[src/rtl/multdiv.sv]
// ============================================================================
// Module   : multdiv
// Purpose  : Iterative 32-bit signed multiply (shift-add) / divide (restoring).
// Revision : 1.0
// ============================================================================
`default_nettype none

module multdiv (
  input  logic        clock,
  input  logic        reset,
  input  logic [31:0] data_operandA,
  input  logic [31:0] data_operandB,
  input  logic        ctrl_MULT,
  input  logic        ctrl_DIV,
  output logic [31:0] data_result,
  output logic        data_exception,
  output logic        data_resultRDY
);

  typedef enum logic [1:0] {
    IDLE = 2'd0,
    MUL  = 2'd1,
    DIV  = 2'd2,
    DONE = 2'd3
  } state_t;

  state_t      r_state;
  state_t      w_next;

  logic [5:0]  r_cnt;
  logic [63:0] r_acc;
  logic [31:0] r_m;
  logic        r_neg;
  logic        r_dz;
  logic        r_dovf;
  logic [31:0] r_result;
  logic        r_exc;
  logic        r_rdy;

  logic        w_start;
  logic        w_last;
  logic [31:0] w_a_mag;
  logic [31:0] w_b_mag;
  logic [32:0] w_mul_sum;
  logic [63:0] w_mul_acc;
  logic [63:0] w_prod;
  logic        w_mul_ovf;
  logic [32:0] w_rem_sh;
  logic [32:0] w_diff;
  logic [63:0] w_div_acc;
  logic [31:0] w_quo;
  logic [31:0] w_fin_result;
  logic        w_fin_exc;

  assign w_start = ctrl_MULT | ctrl_DIV;
  assign w_last  = (r_cnt == 6'd31);

  // Any start pulse wins over the current state, aborting work in flight.
  always_comb begin
    w_next = r_state;
    if (ctrl_MULT) begin
      w_next = MUL;
    end else if (ctrl_DIV) begin
      w_next = DIV;
    end else begin
      case (r_state)
        MUL:     if (w_last) w_next = DONE;
        DIV:     if (w_last) w_next = DONE;
        DONE:    w_next = IDLE;
        default: w_next = IDLE;
      endcase
    end
  end

  always_ff @(posedge clock or posedge reset) begin
    if (reset) r_state <= IDLE;
    else       r_state <= w_next;
  end

  assign w_a_mag = data_operandA[31] ? (~data_operandA + 32'd1) : data_operandA;
  assign w_b_mag = data_operandB[31] ? (~data_operandB + 32'd1) : data_operandB;

  // Multiply step: high half accumulates the multiplicand, low half holds multiplier bits.
  assign w_mul_sum = {1'b0, r_acc[63:32]} + (r_acc[0] ? {1'b0, r_m} : 33'd0);
  assign w_mul_acc = {w_mul_sum, r_acc[31:1]};
  assign w_prod    = r_neg ? (~w_mul_acc + 64'd1) : w_mul_acc;
  assign w_mul_ovf = (w_prod[63:32] != {32{w_prod[31]}});

  // Divide step: high half is the partial remainder, low half shifts dividend out / quotient in.
  assign w_rem_sh  = r_acc[63:31];
  assign w_diff    = w_rem_sh - {1'b0, r_m};
  assign w_div_acc = w_diff[32] ? {w_rem_sh[31:0], r_acc[30:0], 1'b0}
                                : {w_diff[31:0],   r_acc[30:0], 1'b1};
  assign w_quo     = r_neg ? (~w_div_acc[31:0] + 32'd1) : w_div_acc[31:0];

  always_comb begin
    w_fin_result = 32'd0;
    w_fin_exc    = 1'b0;
    if (r_state == MUL) begin
      w_fin_result = w_prod[31:0];
      w_fin_exc    = w_mul_ovf;
    end else if (r_dz) begin
      w_fin_result = 32'd0;
      w_fin_exc    = 1'b1;
    end else if (r_dovf) begin
      w_fin_result = 32'h8000_0000;
      w_fin_exc    = 1'b1;
    end else begin
      w_fin_result = w_quo;
      w_fin_exc    = 1'b0;
    end
  end

  always_ff @(posedge clock or posedge reset) begin
    if (reset) begin
      r_cnt    <= 6'd0;
      r_acc    <= 64'd0;
      r_m      <= 32'd0;
      r_neg    <= 1'b0;
      r_dz     <= 1'b0;
      r_dovf   <= 1'b0;
      r_result <= 32'd0;
      r_exc    <= 1'b0;
      r_rdy    <= 1'b0;
    end else begin
      r_rdy <= 1'b0;
      if (w_start) begin
        r_cnt  <= 6'd0;
        r_m    <= ctrl_MULT ? w_a_mag : w_b_mag;
        r_acc  <= ctrl_MULT ? {32'd0, w_b_mag} : {32'd0, w_a_mag};
        r_neg  <= data_operandA[31] ^ data_operandB[31];
        r_dz   <= (data_operandB == 32'd0);
        r_dovf <= (data_operandA == 32'h8000_0000) && (data_operandB == 32'hFFFF_FFFF);
      end else if ((r_state == MUL) || (r_state == DIV)) begin
        r_acc <= (r_state == MUL) ? w_mul_acc : w_div_acc;
        r_cnt <= r_cnt + 6'd1;
        if (w_last) begin
          r_result <= w_fin_result;
          r_exc    <= w_fin_exc;
          r_rdy    <= 1'b1;
        end
      end
    end
  end

  assign data_result    = r_result;
  assign data_exception = r_exc;
  assign data_resultRDY = r_rdy;

endmodule

`default_nettype wire

[config.mk]
export PLATFORM = sky130hd
export DESIGN_NAME = multdiv
export DESIGN_NICKNAME = d
export VERILOG_FILES = /design/src/rtl/multdiv.sv
export SDC_FILE = /design/constraint.sdc
export NUM_CORES = 1
export LEC_CHECK = 0
export BUFFER_PORTS_ARGS = -buffer_cell sky130_fd_sc_hd__buf_2
export CORE_MARGIN = 4
export CORE_UTILIZATION = 30
export DETAILED_ROUTE_END_ITERATION = 16
export PLACE_DENSITY_LB_ADDON = 0.3
export SKIP_LAST_GASP = 1
export SYNTH_ARGS = -nofsm -noshare
export SYNTH_HDL_FRONTEND = slang
export SYNTH_SLANG_ARGS = --single-unit
export TNS_END_PERCENT = 20
[constraint.sdc]
create_clock -name clock -period 5.5 [get_ports clock]
set_input_delay 1.1 -clock clock [delete_from_list [all_inputs] [get_ports clock]]
set_output_delay 1.1 -clock clock [all_outputs]
set_load 0.005 [all_outputs]
; ---- Yosys cells after proc, flatten, opt, wreduce, memory -nomap -nowiden
; Cells that the tools add are included.
; Widths: inputs -> output; s select.
[totals]
output_inout_bits = 34
ff_bits = 141
wordCells = 63
[classes]
eq_ne = 7
muxes = 26
bitwise_logic = 7
n_reduce_logical = 6
addsub = 7
[op_table]
columns = operator, n
row1 = $mux 64, 5
row2 = $mux 32, 9
row3 = $add 32x1->32 const B, 3
row4 = $not 32->32, 3
row5 = $add 64x1->64 const B, 1
row6 = $eq 32x32->1 const B, 2
row7 = $not 64->64, 1
row8 = $add 32x32->33, 1
row9 = $sub 33x32->33, 1
row10 = $logic_not 32->1, 1
row11 = $ne 32x32->1, 1
row12 = $mux 6, 2
row13 = $mux 2, 4
row14 = $add 6x1->6 const B, 1
row15 = $eq 6x5->1 const B, 1
row16 = $mux 1, 6
row17 = $ne 4x1->1 const B, 1
row18 = $reduce_and 3->1, 1
row19 = $eq 2x1->1 const B, 1
row20 = $eq 2x2->1 const B, 1
row21 = $reduce_bool 2->1, 1
row22 = $reduce_or 2->1, 1
row23 = $logic_and 1x1->1, 1
row24 = $logic_or 1x1->1, 1
row25 = 3 further kinds, 3

; ---- Depth between registers and ports, before layout
[logic_depth]
word_depth = 8
depth_mapped = 25
depth_no_buf = 23

; ---- Worst setup path before layout
; OpenSTA, ideal clock, no wires.
[synth_timing]
path_type = register to register
start = register r_acc[31]
end = register r_result[30], in the netlist data_result[30]
slack_ps = 217
path_stages_with_launch = 26
setup_time_ps = 126
t_arrival_ps = 5157
path_buffers = 2
cell_sequence = dfrtp_1 > inv_1 > ha_1 > inv_1 > fa_1 > a21o_1 > a21oi_1 > o21ai_0 > o2111ai_1 > o211ai_1 > o311a_1 > o31a_1 > o21ai_0 > a21oi_1 > xor2_1 > inv_1 > clkbuf_1 > clkbuf_1 > ha_1 > inv_1 > o21ai_0 > nand2_1 > a21oi_1 > xnor2_1 > a221oi_1 > nor2_1
[synth_between]
elab_chain_len = 8
elab_cells_between_ends = 11
classes_between = 3 x add/sub / 6 x mux / 2 x bitwise
[synth_rtl]
columns = item, line_no
row1 = from (decl), 31  ; logic [63:0] r_acc;
row2 = from (signal assigned), 130  ; r_acc <= ctrl_MULT ? {32'd0, w_b_mag} : {32'd0, w_a_mag};
row3 = from (signal assigned), 135  ; r_acc <= (r_state == MUL) ? w_mul_acc : w_div_acc;
row4 = $sub 33x32->33, 91  ; assign w_diff = w_rem_sh - {1'b0, r_m};
row5 = $mux 64, 92  ; assign w_div_acc = w_diff[32] ? {w_rem_sh[31:0], r_acc[30:0], 1'b0}
row6 = $not 32->32, 94  ; assign w_quo = r_neg ? (~w_div_acc[31:0] + 32'd1) : w_div_acc[31:0];
row7 = $add 32x1->32, 94
row8 = $mux 32, 94
row9 = $mux 32, 105  ; end else if (r_dovf) begin
row10 = $mux 32, 102  ; end else if (r_dz) begin
row11 = $mux 32 (*), 99  ; if (r_state == MUL) begin
row12 = to (signal assigned), 138  ; r_result <= w_fin_result;
row13 = to (decl), 36  ; logic [31:0] r_result;
; Mark *: on every way between the ends. The rest lies on a longest branch, timed or not.
; A chain may end at the register's enable or synchronous reset.

; ---- Final worst setup path
[layout_timing]
start = register r_acc[0]
end = register r_exc, in the netlist data_exception
[layout_between]
elab_chain_len = 7
[layout_rtl]
columns = item, line_no
row1 = $mux 32 (*), 84  ; assign w_mul_sum = {1'b0, r_acc[63:32]} + (r_acc[0] ? {1'b0, r_m} : 33'd0);
row2 = $add 32x32->33 (*), 84
row3 = $not 64->64, 86  ; assign w_prod = r_neg ? (~w_mul_acc + 64'd1) : w_mul_acc;
row4 = $add 64x1->64, 86
row5 = $mux 64 (*), 86
row6 = $ne 32x32->1 (*), 87  ; assign w_mul_ovf = (w_prod[63:32] != {32{w_prod[31]}});
row7 = $mux 1 (*), 99
row8 = to (signal assigned), 139  ; r_exc <= w_fin_exc;
row9 = to (decl), 37  ; logic r_exc;
; Marks and branches as above.

==> results.toml <==
[status]
outcome = "finished clean"

[grt]
grt_max_degree = 139
first_global_vias = 15700
grt_overflow_total = 0
initial_antenna_violation_count = 0
grt_pass1_wl_mm = 94.2
grt_use_total = 0.211

[route]
detailroute.via_count = 16500
detailedRoute.firstPassIterationCount = 6
dr.first_iter.drc_count = 1641
wire_per_inst_um = 21.6
drt.antenna.violating_nets = 0
detail_route.wirelength_mm = 61.4
post_drt_via_cell_ratio = 5.81
post_detailed_route_drc_marker_count = 0

[final_layout]
synthesis_to_layout_area_growth_pct = 12.3
design.final.nets = 2291
num-fill-cells = 5542
final_layout_size_suffix_gt1_frac = 0.116
design_area_um2 = 17600
postLayoutCoreUtil = 0.342
antenna_cells = 0

[timing]
setup_viol_count_final = 0
maxClockFrequency_mhz = 188
post-route-min-period_ns = 5.31
hold_viol = 0
rsz_0062_raised_after_global_routing = "true"
layout_worst_path_cycle_share = 0.965
fin_worst_hold_slack_ns = 0.473
final_max_slew_viol_count = 0
final_critical_path_setup_slack_ns = 0.191
fin_skew_ns = 0.0138
max-slew-margin-rel = 0.292
max_slew.worst_pin.slew_ns = 1.06

[clock_tree]
numClockSinks = 141
numCtsBuffers = 17
cts.reportedPaths.clkPinSlew_ns = 0.06
clock_tree.buffer_depth = 2
post_cts.repair.setup_buffers = 0
latest_clock_arrival_within_the_worst_skew_pair_ns = 0.44
cts.htree.levels = 4
clock-root-buffer = "sky130_fd_sc_hd__clkbuf_16"
postCtsResizedCells = 0
ctsHoldBuffers = 0
tritoncts_clock_tree = "built"

[logic_synthesis]
yosysSeqAreaShare = 0.225
post_synth_num_cell_types = 87
synth_edf_count = 0
synth_top_cell_by_area = "sky130_fd_sc_hd__dfrtp_1"
synth_top_family_by_area = "compound AO/OA/AOI/OAI gates"
netlist_area_um2 = 15700
synth_compound_area_frac = 0.283
post_synth.cell_area_avg_um2 = 7.44
synth_warn = 0
ys_seq_elements = 141
syn-instance-count = 2107
post-synth-top-count-cell = "sky130_fd_sc_hd__nor2_1"
yosys-top-cells-area = "sky130_fd_sc_hd__dfrtp_1, sky130_fd_sc_hd__xnor2_1, sky130_fd_sc_hd__nor2_1, sky130_fd_sc_hd__ha_1, sky130_fd_sc_hd__a21oi_1"
post_synthesis_share_of_cell_area_spent_on_full_adders_half_adders_and_majority_gates = 0.0592
synthTopCellsByCount = "sky130_fd_sc_hd__nor2_1, sky130_fd_sc_hd__nand2_1, sky130_fd_sc_hd__a21oi_1, sky130_fd_sc_hd__o21ai_0, sky130_fd_sc_hd__dfrtp_1"
yosys.area_share.xor_xnor = 0.105
multiplexer_fraction_of_the_synthesized_cell_area = 0.0426
yosysTopAreaCellShare = 0.225
fraction_of_the_mapped_netlist_area_in_simple_logic_gates = 0.229
synth_async_sr_flop_share = 1.00
yosys_most_used_dff = "sky130_fd_sc_hd__dfrtp_1"
synth_fp_nets = 2248

[setup_path]
setup.worst_path.end_class = "flip-flop"
critical_path_buf_inv_count = 2
path_max_fanout = 32
worst_path_most_repeated_cell = "sky130_fd_sc_hd__nor4b_1"
required_ns = 5.80
crit_slowest_cell = "sky130_fd_sc_hd__or4_1"
critical_path_at_ns = 5.61
startpoint_to_endpoint_class_of_the_critical_path = "flip-flop to flip-flop"
launching_element_type_of_the_critical_path = "flip-flop"
delay_heaviest_family_cp = "simple AND/OR/NAND/NOR gates"
critical_path.max_stage_delay_ns = 0.68
timing.critical_path.cells = "inv_1 -> buf_12 -> nor2_1 -> fa_1 -> xor2_1 -> or4_1 -> nor4_1 -> nand4_1 -> nor4b_1 -> or4b_1 -> a311oi_1 -> nor4b_1 -> o221ai_1 -> a2111oi_2 -> o21ai_1"

[worst_hold_path]
holdCritPathClass = "flip-flop to flip-flop"

[power]
p_leak_nw = 7.46
ir_drop_v = 0.000162
cellPowerDensity_nw_per_um2 = 246

[job]
timing.max_cap.violations = 0

[die]
io_pins = 102
placementRows = 83
horizontal_extent_of_the_die_um = 237
starting_density = 0.304
fp.coreArea_um2 = 51500
die_height_um = 237
design.die.area_um2 = 56000

[place]
placement.setup.worst_slack_ns = 0.272
gpl.final_weighted_congestion = 0.924
dp_hpwl_mm = 48.0
place.port_buffers = 101
detailed_place.area_um2 = 17000
==> registers in the layout (all words and copies together), names as in the netlist <==
signal and flops:
r_acc 64, data_result 32, r_m 32, r_cnt 6, r_state 2, data_exception 1, data_resultRDY 1, r_dovf 1
r_dz 1, r_neg 1
==> report_power, final <==
group          total (mW)  switching, mW  internal [mW]
Clock                1.15          0.479          0.673
Combinational        1.95           1.24          0.712
Sequential           1.23          0.113           1.12
==> cell families (layout without fill, tap and decap cells) <==
kind of cell | count (synthesis) | count (layout)
AND/OR/NAND/NOR | 737 | 737
flip-flops | 141 | 141
buffers and inverters | 227 | 282
XOR/XNOR | 188 | 188
AO/OA/AOI/OAI | 675 | 675
adder cells (fa/ha/maj) | 73 | 73
multiplexers | 66 | 66
==> per-layer routing <==
metal | vias up | GRT usage | part of all wire
li1 | 7793 | - | -
met1 | 8124 | 0.298 | 0.46
met3 | 68 | 0.0283 | 0.055
met5 | - | 0 | 0
met2 | 538 | 0.338 | 0.46
met4 | 0 | 0.0582 | 0.023
==> worst min-delay path: cells and delay by family, from the launching register on <==
kind	cells	cell delay (ns)
DFF	1	0.34
and+or+nand+nor	2	0.11
==> placed cells by master (no fill, tap or decap), types with 17 or more instances in the layout <==
| cell | n |
|---|---|
| sky130_fd_sc_hd__clkbuf_16 | 17 |
| sky130_fd_sc_hd__or3_1 | 31 |
| sky130_fd_sc_hd__xor2_1 | 76 |
| sky130_fd_sc_hd__nand2b_1 | 22 |
| sky130_fd_sc_hd__or4_1 | 19 |
| sky130_fd_sc_hd__a21oi_1 | 169 |
| sky130_fd_sc_hd__a221oi_1 | 19 |
| sky130_fd_sc_hd__a211oi_1 | 60 |
| sky130_fd_sc_hd__nand3_1 | 33 |
| sky130_fd_sc_hd__mux2i_1 | 60 |
| sky130_fd_sc_hd__o31ai_1 | 39 |
| sky130_fd_sc_hd__nor2b_1 | 23 |
| sky130_fd_sc_hd__dfrtp_1 | 140 |
| sky130_fd_sc_hd__nand4_1 | 29 |
| sky130_fd_sc_hd__inv_1 | 72 |
| sky130_fd_sc_hd__ha_1 | 70 |
| sky130_fd_sc_hd__o21ai_0 | 158 |
| sky130_fd_sc_hd__nor4_1 | 19 |
| sky130_fd_sc_hd__buf_2 | 100 |
| sky130_fd_sc_hd__a21o_1 | 25 |
| sky130_fd_sc_hd__nand2_1 | 187 |
| sky130_fd_sc_hd__xnor2_1 | 112 |
| sky130_fd_sc_hd__nor2_1 | 244 |
| sky130_fd_sc_hd__o211ai_1 | 21 |
| sky130_fd_sc_hd__nor3_1 | 51 |
| sky130_fd_sc_hd__and3_1 | 20 |
| sky130_fd_sc_hd__o41ai_1 | 19 |
| sky130_fd_sc_hd__buf_4 | 74 |
==> path summary, 6_finish.rpt <==
kind                                  from              end  slack, ns  cells past startpoint
setup / recovery                  r_acc[0]   data_exception       0.19                     15
hold / removal             data_result[13]  data_result[13]       0.47                      2
setup reg to reg                  r_acc[0]   data_exception       0.19                     15
hold reg to reg            data_result[13]  data_result[13]       0.47                      2
max in group asynchronous            reset         r_acc[3]       3.63                      3
min in group asynchronous            reset        r_acc[39]       0.67                      2
==> stage by stage <==
step / instances / TNS, ns / total power [mW]
after global routing: 2842 / -0.0218 / 4.56
after CTS: 2842 / 0 / 4.31
after floorplan: 2107 / 0 / 2.53
after global placement: 2811 / 0 / 3.15
after detailed placement: 2811 / 0 / 3.16
final: 2842 / 0 / 4.33
==> final cells by class <==
type,instances,area [µm²],area share
clock inverter,8,92.6,0.00526
sequential,141,3530,0.201
inverter,75,287,0.0163
tap,680,851,0.0484
clock buffer,23,458,0.0260
timing repair buffer,176,1100,0.0623
multi-input combinational,1739,11300,0.641
No activity file was read; power rests on OpenSTA's default activity.
